[config.mk]
export PLATFORM = sky130hd
export DESIGN_NAME = multicycle_ctrl
export DESIGN_NICKNAME = d
export VERILOG_FILES = /design/src/rtl/rv_ctrl_pkg.sv /design/src/rtl/alu_decoder.sv /design/src/rtl/multicycle_ctrl.sv
export SDC_FILE = /design/constraint.sdc
export NUM_CORES = 1
export LEC_CHECK = 0
export BUFFER_PORTS_ARGS = -buffer_cell sky130_fd_sc_hd__buf_2
export CORE_ASPECT_RATIO = 0.6
export CORE_UTILIZATION = 30
export DETAILED_ROUTE_END_ITERATION = 16
export GPL_TIMING_DRIVEN = 1
export PLACE_DENSITY = 0.55
export SYNTH_ARGS = -nofsm -noshare
export SYNTH_HDL_FRONTEND = slang
export SYNTH_SLANG_ARGS = --single-unit
[constraint.sdc]
create_clock -name clk -period 2.6 [get_ports clk]
set_input_delay 0.52 -clock clk [delete_from_list [all_inputs] [get_ports clk]]
set_output_delay 0.52 -clock clk [all_outputs]
set_load 0.03 [all_outputs]
[src/rtl/rv_ctrl_pkg.sv]
// Shared encodings for the multi-cycle RV32I sequencer: FSM states, opcodes,
// ALU operation codes, immediate formats, datapath selects and trap causes.
package rv_ctrl_pkg;

  typedef enum logic [3:0] {
    S_FETCH, S_DECODE, S_MEMADR, S_MEMREAD, S_MEMWB, S_MEMWRITE,
    S_EXECR, S_EXECI, S_ALUWB, S_BRANCH, S_JAL, S_TRAP
  } state_t;

  localparam logic [6:0] OP_LOAD  = 7'b0000011;
  localparam logic [6:0] OP_STORE = 7'b0100011;
  localparam logic [6:0] OP_R     = 7'b0110011;
  localparam logic [6:0] OP_I     = 7'b0010011;
  localparam logic [6:0] OP_BR    = 7'b1100011;
  localparam logic [6:0] OP_JAL   = 7'b1101111;

  localparam logic [5:0] ALU_ADD  = 6'd0;
  localparam logic [5:0] ALU_SUB  = 6'd1;
  localparam logic [5:0] ALU_AND  = 6'd2;
  localparam logic [5:0] ALU_OR   = 6'd3;
  localparam logic [5:0] ALU_XOR  = 6'd4;
  localparam logic [5:0] ALU_SLT  = 6'd5;
  localparam logic [5:0] ALU_SLTU = 6'd6;
  localparam logic [5:0] ALU_SLL  = 6'd7;
  localparam logic [5:0] ALU_SRL  = 6'd8;
  localparam logic [5:0] ALU_SRA  = 6'd9;

  // Operation class handed from the sequencer to the ALU decoder
  localparam logic [1:0] ALUOP_ADD   = 2'd0;
  localparam logic [1:0] ALUOP_SUB   = 2'd1;
  localparam logic [1:0] ALUOP_FUNCT = 2'd2;

  localparam logic [1:0] IMM_I = 2'd0;
  localparam logic [1:0] IMM_S = 2'd1;
  localparam logic [1:0] IMM_B = 2'd2;
  localparam logic [1:0] IMM_J = 2'd3;

  localparam logic [1:0] SRCA_PC    = 2'd0;
  localparam logic [1:0] SRCA_OLDPC = 2'd1;
  localparam logic [1:0] SRCA_RS1   = 2'd2;
  localparam logic [1:0] SRCB_RS2   = 2'd0;
  localparam logic [1:0] SRCB_IMM   = 2'd1;
  localparam logic [1:0] SRCB_FOUR  = 2'd2;

  localparam logic [1:0] RES_ALUOUT = 2'd0;
  localparam logic [1:0] RES_RDATA  = 2'd1;
  localparam logic [1:0] RES_ALU    = 2'd2;

  localparam logic [1:0] CAUSE_NONE    = 2'd0;
  localparam logic [1:0] CAUSE_ILLEGAL = 2'd1;
  localparam logic [1:0] CAUSE_TIMEOUT = 2'd2;

endpackage

[src/rtl/alu_decoder.sv]
// Maps the sequencer's operation class plus funct3/funct7[5] to an ALU op code.
module alu_decoder
  import rv_ctrl_pkg::*;
(
  input  logic [1:0] alu_op,
  input  logic [2:0] funct3,
  input  logic       funct7_5,
  input  logic       is_rtype,
  output logic [5:0] alu_control
);

  always_comb begin
    alu_control = ALU_ADD;
    case (alu_op)
      ALUOP_SUB: alu_control = ALU_SUB;
      ALUOP_FUNCT: begin
        case (funct3)
          // funct7[5] on an I-type is immediate data, so ADDI never becomes SUB
          3'b000:  alu_control = (is_rtype && funct7_5) ? ALU_SUB : ALU_ADD;
          3'b001:  alu_control = ALU_SLL;
          3'b010:  alu_control = ALU_SLT;
          3'b011:  alu_control = ALU_SLTU;
          3'b100:  alu_control = ALU_XOR;
          3'b101:  alu_control = funct7_5 ? ALU_SRA : ALU_SRL;
          3'b110:  alu_control = ALU_OR;
          default: alu_control = ALU_AND;
        endcase
      end
      default: alu_control = ALU_ADD;
    endcase
  end

endmodule

[src/rtl/multicycle_ctrl.sv]
// Multi-cycle RV32I sequencer: state register, memory wait counter, sticky
// trap, and per-state decode of every datapath select and write enable.
module multicycle_ctrl
  import rv_ctrl_pkg::*;
#(
  parameter int WAIT_TIMEOUT = 16,
  parameter int CNT_W        = 5
) (
  input  logic        clk,
  input  logic        srst,
  input  logic [31:0] instr,
  input  logic        zero,
  input  logic        mem_ready,
  output logic        pc_write,
  output logic        adr_src,
  output logic        ir_write,
  output logic [3:0]  mem_w,
  output logic        reg_w,
  output logic [1:0]  result_src,
  output logic [1:0]  alu_src_a,
  output logic [1:0]  alu_src_b,
  output logic [1:0]  imm_src,
  output logic [5:0]  alu_control,
  output logic        instr_done,
  output logic        trap,
  output logic [1:0]  trap_cause
);

  state_t             state_q, state_d;
  logic [CNT_W-1:0]   cnt_q, cnt_d;
  logic               trap_q, trap_d;
  logic [1:0]         cause_q, cause_d;
  logic [1:0]         alu_op;
  logic               is_rtype;
  logic [6:0]         opcode;
  logic [2:0]         funct3;
  logic               br_ok, timeout, in_wait;
  logic               unused_instr;

  assign opcode       = instr[6:0];
  assign funct3       = instr[14:12];
  assign unused_instr = ^{instr[31], instr[29:15], instr[11:7]};
  assign br_ok        = (funct3 == 3'b000) || (funct3 == 3'b001);
  assign in_wait      = (state_q == S_FETCH) || (state_q == S_MEMREAD) || (state_q == S_MEMWRITE);
  // Fires on the last permitted no-ready cycle of a memory wait
  assign timeout      = !mem_ready && (cnt_q == CNT_W'(WAIT_TIMEOUT - 1));
  assign trap         = trap_q;
  assign trap_cause   = cause_q;

  alu_decoder u_alu_dec (
    .alu_op      (alu_op),
    .funct3      (funct3),
    .funct7_5    (instr[30]),
    .is_rtype    (is_rtype),
    .alu_control (alu_control)
  );

  always_comb begin
    state_d = state_q;
    trap_d  = trap_q;
    cause_d = cause_q;
    case (state_q)
      S_FETCH, S_MEMREAD, S_MEMWRITE: begin
        if (mem_ready) begin
          state_d = (state_q == S_FETCH)   ? S_DECODE :
                    (state_q == S_MEMREAD) ? S_MEMWB  : S_FETCH;
        end else if (timeout) begin
          state_d = S_TRAP;
          trap_d  = 1'b1;
          cause_d = CAUSE_TIMEOUT;
        end
      end
      S_DECODE: begin
        case (opcode)
          OP_LOAD, OP_STORE: state_d = S_MEMADR;
          OP_R:              state_d = S_EXECR;
          OP_I:              state_d = S_EXECI;
          OP_BR:             state_d = S_BRANCH;
          OP_JAL:            state_d = S_JAL;
          default: begin
            state_d = S_TRAP;
            trap_d  = 1'b1;
            cause_d = CAUSE_ILLEGAL;
          end
        endcase
      end
      S_MEMADR:         state_d = (opcode == OP_STORE) ? S_MEMWRITE : S_MEMREAD;
      S_EXECR, S_EXECI: state_d = S_ALUWB;
      S_JAL:            state_d = S_ALUWB;
      S_MEMWB, S_ALUWB: state_d = S_FETCH;
      S_BRANCH: begin
        if (br_ok) begin
          state_d = S_FETCH;
        end else begin
          state_d = S_TRAP;
          trap_d  = 1'b1;
          cause_d = CAUSE_ILLEGAL;
        end
      end
      default: state_d = S_TRAP;
    endcase

    cnt_d = cnt_q;
    if (state_d != state_q) begin
      cnt_d = '0;
    end else if (in_wait && !mem_ready) begin
      cnt_d = cnt_q + CNT_W'(1);
    end
  end

  always_ff @(posedge clk or posedge srst) begin
    if (srst) begin
      state_q <= S_FETCH;
      cnt_q   <= '0;
      trap_q  <= 1'b0;
      cause_q <= CAUSE_NONE;
    end else begin
      state_q <= state_d;
      cnt_q   <= cnt_d;
      trap_q  <= trap_d;
      cause_q <= cause_d;
    end
  end

  always_comb begin
    pc_write   = 1'b0;
    adr_src    = 1'b0;
    ir_write   = 1'b0;
    mem_w      = 4'h0;
    reg_w      = 1'b0;
    result_src = RES_ALUOUT;
    alu_src_a  = SRCA_PC;
    alu_src_b  = SRCB_RS2;
    imm_src    = IMM_I;
    alu_op     = ALUOP_ADD;
    is_rtype   = 1'b0;
    instr_done = 1'b0;
    case (state_q)
      S_FETCH: begin
        alu_src_b  = SRCB_FOUR;
        result_src = RES_ALU;
        ir_write   = mem_ready;
        pc_write   = mem_ready;
      end
      S_DECODE: begin
        alu_src_a = SRCA_OLDPC;
        alu_src_b = SRCB_IMM;
        imm_src   = (opcode == OP_JAL) ? IMM_J : IMM_B;
      end
      S_MEMADR: begin
        alu_src_a = SRCA_RS1;
        alu_src_b = SRCB_IMM;
        imm_src   = (opcode == OP_STORE) ? IMM_S : IMM_I;
      end
      S_MEMREAD: adr_src = 1'b1;
      S_MEMWB: begin
        result_src = RES_RDATA;
        reg_w      = 1'b1;
        instr_done = 1'b1;
      end
      S_MEMWRITE: begin
        adr_src    = 1'b1;
        mem_w      = timeout ? 4'h0 : 4'hF;
        instr_done = mem_ready;
      end
      S_EXECR, S_EXECI: begin
        alu_src_a = SRCA_RS1;
        alu_src_b = (state_q == S_EXECI) ? SRCB_IMM : SRCB_RS2;
        alu_op    = ALUOP_FUNCT;
        is_rtype  = (state_q == S_EXECR);
      end
      S_ALUWB: begin
        reg_w      = 1'b1;
        instr_done = 1'b1;
      end
      S_BRANCH: begin
        alu_src_a  = SRCA_RS1;
        alu_op     = ALUOP_SUB;
        pc_write   = ((funct3 == 3'b000) && zero) || ((funct3 == 3'b001) && !zero);
        instr_done = br_ok;
      end
      S_JAL: begin
        alu_src_a = SRCA_OLDPC;
        alu_src_b = SRCB_FOUR;
        pc_write  = 1'b1;
      end
      default: ;
    endcase
    // Reset must suppress every write immediately, even while state is still FETCH
    if (srst) begin
      pc_write   = 1'b0;
      ir_write   = 1'b0;
      mem_w      = 4'h0;
      reg_w      = 1'b0;
      instr_done = 1'b0;
    end
  end

endmodule
==> reports/metrics.cfg, run 1 <==
[logic_synthesis]
synth_warnings = 0
ys_ff_latch = 12
netlist_area_um2 = 1305
syn_avg_cell_area_um2 = 7.587
synthFlopType = dfrtp_1
synth.top_cell.area_share = 0.2301
synth_edf_count = 0
yosysSeqAreaShare = 0.2301
syn_inst = 172
synthTopCellsByArea = dfrtp_1, nor2_1, nand2b_1, nor3_1, ha_1
ys_async_sr_fraction = 1.000
synth_cell_types = 51
synth_top_area_cell = dfrtp_1

[critical_path]
crit_required_ns = 2.08
crit_top_cell = ha_1
slowest_delay_ns = 0.40
worstSetupEndpointType = primary output
r2r_end = cnt_q[0]
r2r_slack_ns = 0.33
regToRegStartpoint = cnt_q[0]
arrival_ns = 1.98
cp-start-kind = flop
slowest_stage = dfrtp_1
r2r_cells = 8
worstSetupPathType = reg -> out
crit_chain = ha_1, and3_1, ha_1, a2111oi_4, buf_4
path_max_fanout = 6

[cts]
cts_setup_buffers = 0
cts_tree = built
htreeDepth = 1
clockRootBuffer = clkbuf_8
clock-sinks = 12
clkSlewWorstSetupHoldPaths_ns = 0.05
cts.path.max_buffers = 2
clk_latency_ns = 0.24
numCtsBuffers = 3

[routing]
vias_per_cell = 4.970
routedWlPerCell_um = 12.89
route.detailed.drc = 0
ant_nets = 0
wirelength_um = 3441
drtIter0Drc = 35
drt_first_pass_iters = 4
vias = 1327

[pwr]
combPwrFrac = 0.725
p_seq_frac = 0.162
power_frac_clock = 0.114
intPower_w = 0.0008438
switching_power_w = 0.0009355
vdd_ir_drop_max_mv = 0.2687
power_density_nw_per_um2 = 1081
leakagePower_nw = 0.7605
p_sw_frac = 0.5258

[finish]
instances_no_fill = 267
fillers = 453
nets = 248
layout-drive-gt1-share = 0.3140
area_growth_pct = 26.08
multi_input_area_um2 = 909.6
antenna_cells = 0
utilization = 0.3970
regArea_um2 = 301.5

[sta]
timing.final.crit_share = 0.9622
finalHoldViolCount = 0
setup_viol = 0
skew_ns = 0.001596
max_clock_freq_ghz = 0.3997
final.min_clock_period_ns = 2.502
slew_violations = 0

[min_path]
hold_class = in -> async

[die]
start_util = 0.3149
coreArea_um2 = 4144
die_y_um = 53.09
io_pins = 62
dieArea_um2 = 4627
num_rows = 18
die_w_um = 87.15

[grt]
grt_max_degree = 20
grt_antenna_before_repair = 0
grt_usage = 0.1587
grt_pass1_wl_um = 5678
grt_pass1_vias = 1184
grt_overflow_total = 0

[placed_design]
gp_congestion = 0.8323
io_buffers = 38
place_hpwl_um = 2757
dp_cells = 263

[run_status]
outcome = finished, final reports clean

[flow_run]
drv_cap = 0

[cell usage after synthesis (all sizes together) (4+ instances only)]
cell / instances
nand2b: 9
inv: 11
and3: 4
nor2b: 4
nand2: 9
nor2: 18
nand3: 5
nor3: 11
a21oi: 8
buf: 12
o21ai: 8
clkbuf: 4
xnor2: 6
dfrtp: 12
ha: 4
[logic make-up (layout without fill, tap and decap cells)]
family / Yosys count / count (layout) / share of synthesized area
compound gates: 42 / 42 / 0.2205
xor+xnor: 9 / 9 / 0.06616
fa+ha+maj: 4 / 4 / 0.03835
buf+inv: 27 / 61 / 0.1016
flops: 12 / 12 / 0.2301
mux: 3 / 3 / 0.02397
other cells: 1 / 2 / 0.002874
simple gates: 74 / 74 / 0.3164
[registers in the layout, summed over array words and instances, names as in the netlist]
name and count:
state_q 4, cnt_q 5, trap_cause 2, trap 1
[metrics by stage]
| stage | hold slack, ns | power (W) | TNS (ns) | setup slack [ns] | cell area (um^2) |
|---|---|---|---|---|---|
| after CTS | 0.3864 | 0.001767 | 0 | 0.02480 | 1627 |
| after global placement | 0.4520 | 0.001562 | 0 | 0.2653 | 1572 |
| after floorplan | 0.3847 | 0.001252 | 0 | 0.002896 | 1338 |
| after global routing | 0.4271 | 0.001919 | -0.001730 | -0.001730 | 1645 |
| after detailed placement | 0.4491 | 0.001557 | 0 | 0.2972 | 1572 |
| final | 0.3749 | 0.001779 | 0 | 0.09826 | 1645 |
[area by class of cell]
cell class / instances / share of cell area
Multi-Input combinational cell: 134 / 0.5529
Sequential cell: 12 / 0.1833
Timing Repair Buffer: 46 / 0.1597
Tap cell: 60 / 0.04563
Clock buffer: 4 / 0.03346
Inverter: 11 / 0.02510
[metal layers]
layer	GRT usage	up-vias	part of all wire
li1	-	681	-
met5	0	-	0
met1	0.2507	591	0.56
met4	0.01639	0	0.0029
met2	0.2152	51	0.36
met3	0.03900	4	0.072
[what timing repair did]
| action | 4_1_cts | 5_1_grt |
|---|---|---|
| gates resized for setup | 0 | 12 |
| hold buffers | 0 | 0 |
| endpoints found under the setup margin | 0 | 7 |
[layout by cell type, fill, tap and decap left out, types with 2 or more instances in the layout]
cell type and n:
buf_2 33, nor2_1 17, buf_4 12, dfrtp_1 11
inv_1 10, nor3_1 10, nand2_1 9, nand2b_1 8
a21oi_1 8, o21ai_0 5, xnor2_1 5, and3_1 4
nand3_1 4, nor2b_1 4, ha_1 4, clkbuf_8 4
xor2_1 3, o21ai_1 3, o31ai_1 3, a31oi_1 3
a21boi_0 2, a41oi_1 2, or4_1 2, or2_2 2
a211o_1 2, a22oi_1 2, or3_1 2, o21a_1 2
mux2i_1 2, nor4_1 2, conb_1 2
[power groups by stage]
stage               clock network [W]  logic, W  registers [W]
floorplan                           0   0.00101       0.000242
CTS                          0.000209   0.00128       0.000281
global placement                    0   0.00128       0.000284
detailed placement                  0   0.00127       0.000284
global route                 0.000216   0.00141       0.000294
finish                       0.000202   0.00129       0.000288
[critical path, delay by kind of cell, from the launching register on]
kind                       cells  cell delay (ns)
AOI/OAI and AO/OA              1             0.40
adders and majority gates      2             0.52
buffers and inverters          1             0.23
DFF                            1             0.40
and+or+nand+nor                1             0.18
[how the worst max path moves through the flow]
| stage | start | endpoint | slack, ns |
|---|---|---|---|
| after floorplan | instr[14] | instr_done | 0.003 |
| after global placement | instr[13] | instr_done | 0.27 |
| after detailed placement | cnt_q[0] | mem_w[2] | 0.30 |
| after CTS | cnt_q[0] | mem_w[2] | 0.02 |
| after global routing | state_q[1] | alu_control[3] | -0.002 |
| final | cnt_q[0] | mem_w[2] | 0.1 |
Power figures use the tool's default switching activity.
==> run 2, diff against run 1 <==
Settings changed: CTS_BUF_LIST set to sky130_fd_sc_hd__clkbuf_16, PLACE_DENSITY 0.55 to not set, PLACE_DENSITY_LB_ADDON set to 0.25.
==> reports/metrics.cfg, run 2 (synthesized netlist as in run 1, its figures left out) <==
[routing]
vias = 1319  ; -0.60%
route.detailed.drc = 0  ; unchanged
wirelength_um = 3555  ; +3.3%
ant_nets = 0  ; unchanged
routedWlPerCell_um = 13.36  ; +3.7%
drt_first_pass_iters = 4  ; unchanged
vias_per_cell = 4.959  ; -0.23%
drtIter0Drc = 135  ; +290%

[critical_path]
r2r_end = cnt_q[0]
slowest_stage = dfrtp_1
crit_top_cell = ha_1
slowest_delay_ns = 0.40  ; about the same
regToRegStartpoint = cnt_q[0]
crit_required_ns = 2.08  ; about the same
cpLargestDelayFamily = adder cells
worstSetupPathType = reg -> out
worstSetupEndpointType = primary output
crit_buf_inv = 1  ; unchanged
path_max_fanout = 6  ; unchanged
crit_chain = ha_1, and3_1, ha_1, a2111oi_4, buf_2
r2r_slack_ns = 0.41  ; +0.08 ns
cp-start-kind = flop
arrival_ns = 1.96  ; -0.02 ns
r2r_cells = 8  ; unchanged

[finish]
fillers = 454  ; +0.22%
final_common_cell = buf_2
utilization = 0.4013  ; +0.004227
area_growth_pct = 27.42
largest_reg_flops = 5  ; unchanged
final_cell_mix = buf_2, nor2_1, dfrtp_1
instances_no_fill = 266  ; -0.37%
antenna_cells = 0  ; unchanged
top_register = cnt_q
layout-drive-gt1-share = 0.3058  ; -0.008184
nets = 247  ; -0.40%

[grt]
grt_pass1_wl_um = 5830  ; +2.7%
grt_overflow_total = 0  ; unchanged
grt_pass1_vias = 1141  ; -3.6%
grt_usage = 0.1690  ; +0.01031
grt_antenna_before_repair = 0  ; unchanged
grt_max_degree = 22  ; +10%

[placed_design]
io_buffers = 38  ; unchanged
gp_congestion = 0.8407  ; +1.0%
dp_cells = 262  ; -0.38%
place_hpwl_um = 2787  ; +1.1%

[die]
dieArea_um2 = 4627  ; unchanged
coreArea_um2 = 4144  ; unchanged
die_y_um = 53.09  ; unchanged
die_w_um = 87.15  ; unchanged
num_rows = 18  ; unchanged
io_pins = 62  ; unchanged
start_util = 0.3149  ; unchanged

[cts]
cts.path.max_buffers = 2  ; unchanged
cts_setup_buffers = 0  ; unchanged
cts_tree = built
clk_latency_ns = 0.24  ; about the same
clockRootBuffer = clkbuf_16
numCtsBuffers = 3  ; unchanged
clock-sinks = 12  ; unchanged
clkSlewWorstSetupHoldPaths_ns = 0.04  ; about the same
cts_resized = 0  ; unchanged
cts_hold_buf = 0  ; unchanged
htreeDepth = 1  ; unchanged

[pwr]
power_density_nw_per_um2 = 1124  ; +3.9%
leakagePower_nw = 0.7714  ; +1.4%
vdd_ir_drop_max_mv = 0.2831  ; +5.4%

[run_status]
outcome = finished, final reports clean

[sta]
slew_violations = 0  ; unchanged
final.min_clock_period_ns = 2.483  ; -0.01848 ns
timing.final.crit_share = 0.9551  ; -0.007108
setup_viol = 0  ; unchanged
skew_ns = 0.003858  ; +0.002262 ns
tns_ns = 0  ; unchanged
rsz0062_at_grt = no
max_clock_freq_ghz = 0.4027  ; +0.74%
finalHoldViolCount = 0  ; unchanged

[flow_run]
drv_cap = 0  ; unchanged

[min_path]
hold_class = in -> async

==> run 2: cell types whose count changed in the layout (fill, tap and decap cells not counted), sizes merged <==
cell and delta:
buf -2, clkinv +1
==> run 2: report_power, final <==
part | total (W) | internal (W) | switching (W)
Clock | 0.000282 | 0.000202 | 0.0000799
Sequential | 0.000274 | 0.000222 | 0.0000520
Combinational | 0.00131 | 0.000477 | 0.000836
==> run 2: area by class of cell <==
class	instances	area, um^2	area share
Clock buffer	3	75.07	0.04515
Clock inverter	1	3.754	0.002257
Inverter	11	41.29	0.02483
Multi-Input combinational cell	134	917.1	0.5515
Sequential cell	12	300.3	0.1806
Tap cell	60	75.07	0.04515
Timing Repair Buffer	45	250.2	0.1505
==> run 2: layer usage <==
metal,GRT usage,routed length [um],vias up
met4,0.008197,0,0
met5,0,0,-
li1,-,-,679
met1,0.2817,2024,605
met3,0.04992,233,0
met2,0.2060,1297,35
==> run 2: metrics by stage <==
stage | cell area (um^2) | total power [W] | hold WS, ns | setup slack [ns]
2_1_floorplan | 1338 | 0.001252 | 0.3847 | 0.002896
3_3_place_gp | 1564 | 0.001555 | 0.4509 | 0.2618
3_5_place_dp | 1564 | 0.001560 | 0.4557 | 0.2730
4_1_cts | 1643 | 0.001853 | 0.4045 | 0.01048
5_1_grt | 1663 | 0.002010 | 0.4355 | 0.002994
6_report | 1663 | 0.001869 | 0.3800 | 0.1167
==> run 2: how the worst max path moves through the flow <==
stage                    start             end  slack [ns]  cells past startpoint
CTS                 state_q[1]  alu_control[3]        0.01                      7
finish                cnt_q[0]        mem_w[1]        0.12                      5
global placement     instr[13]      instr_done        0.26                      5
detailed placement   instr[13]      instr_done        0.27                      5
floorplan            instr[14]      instr_done       0.003                      4
global route        state_q[2]  alu_control[0]       0.003                      7
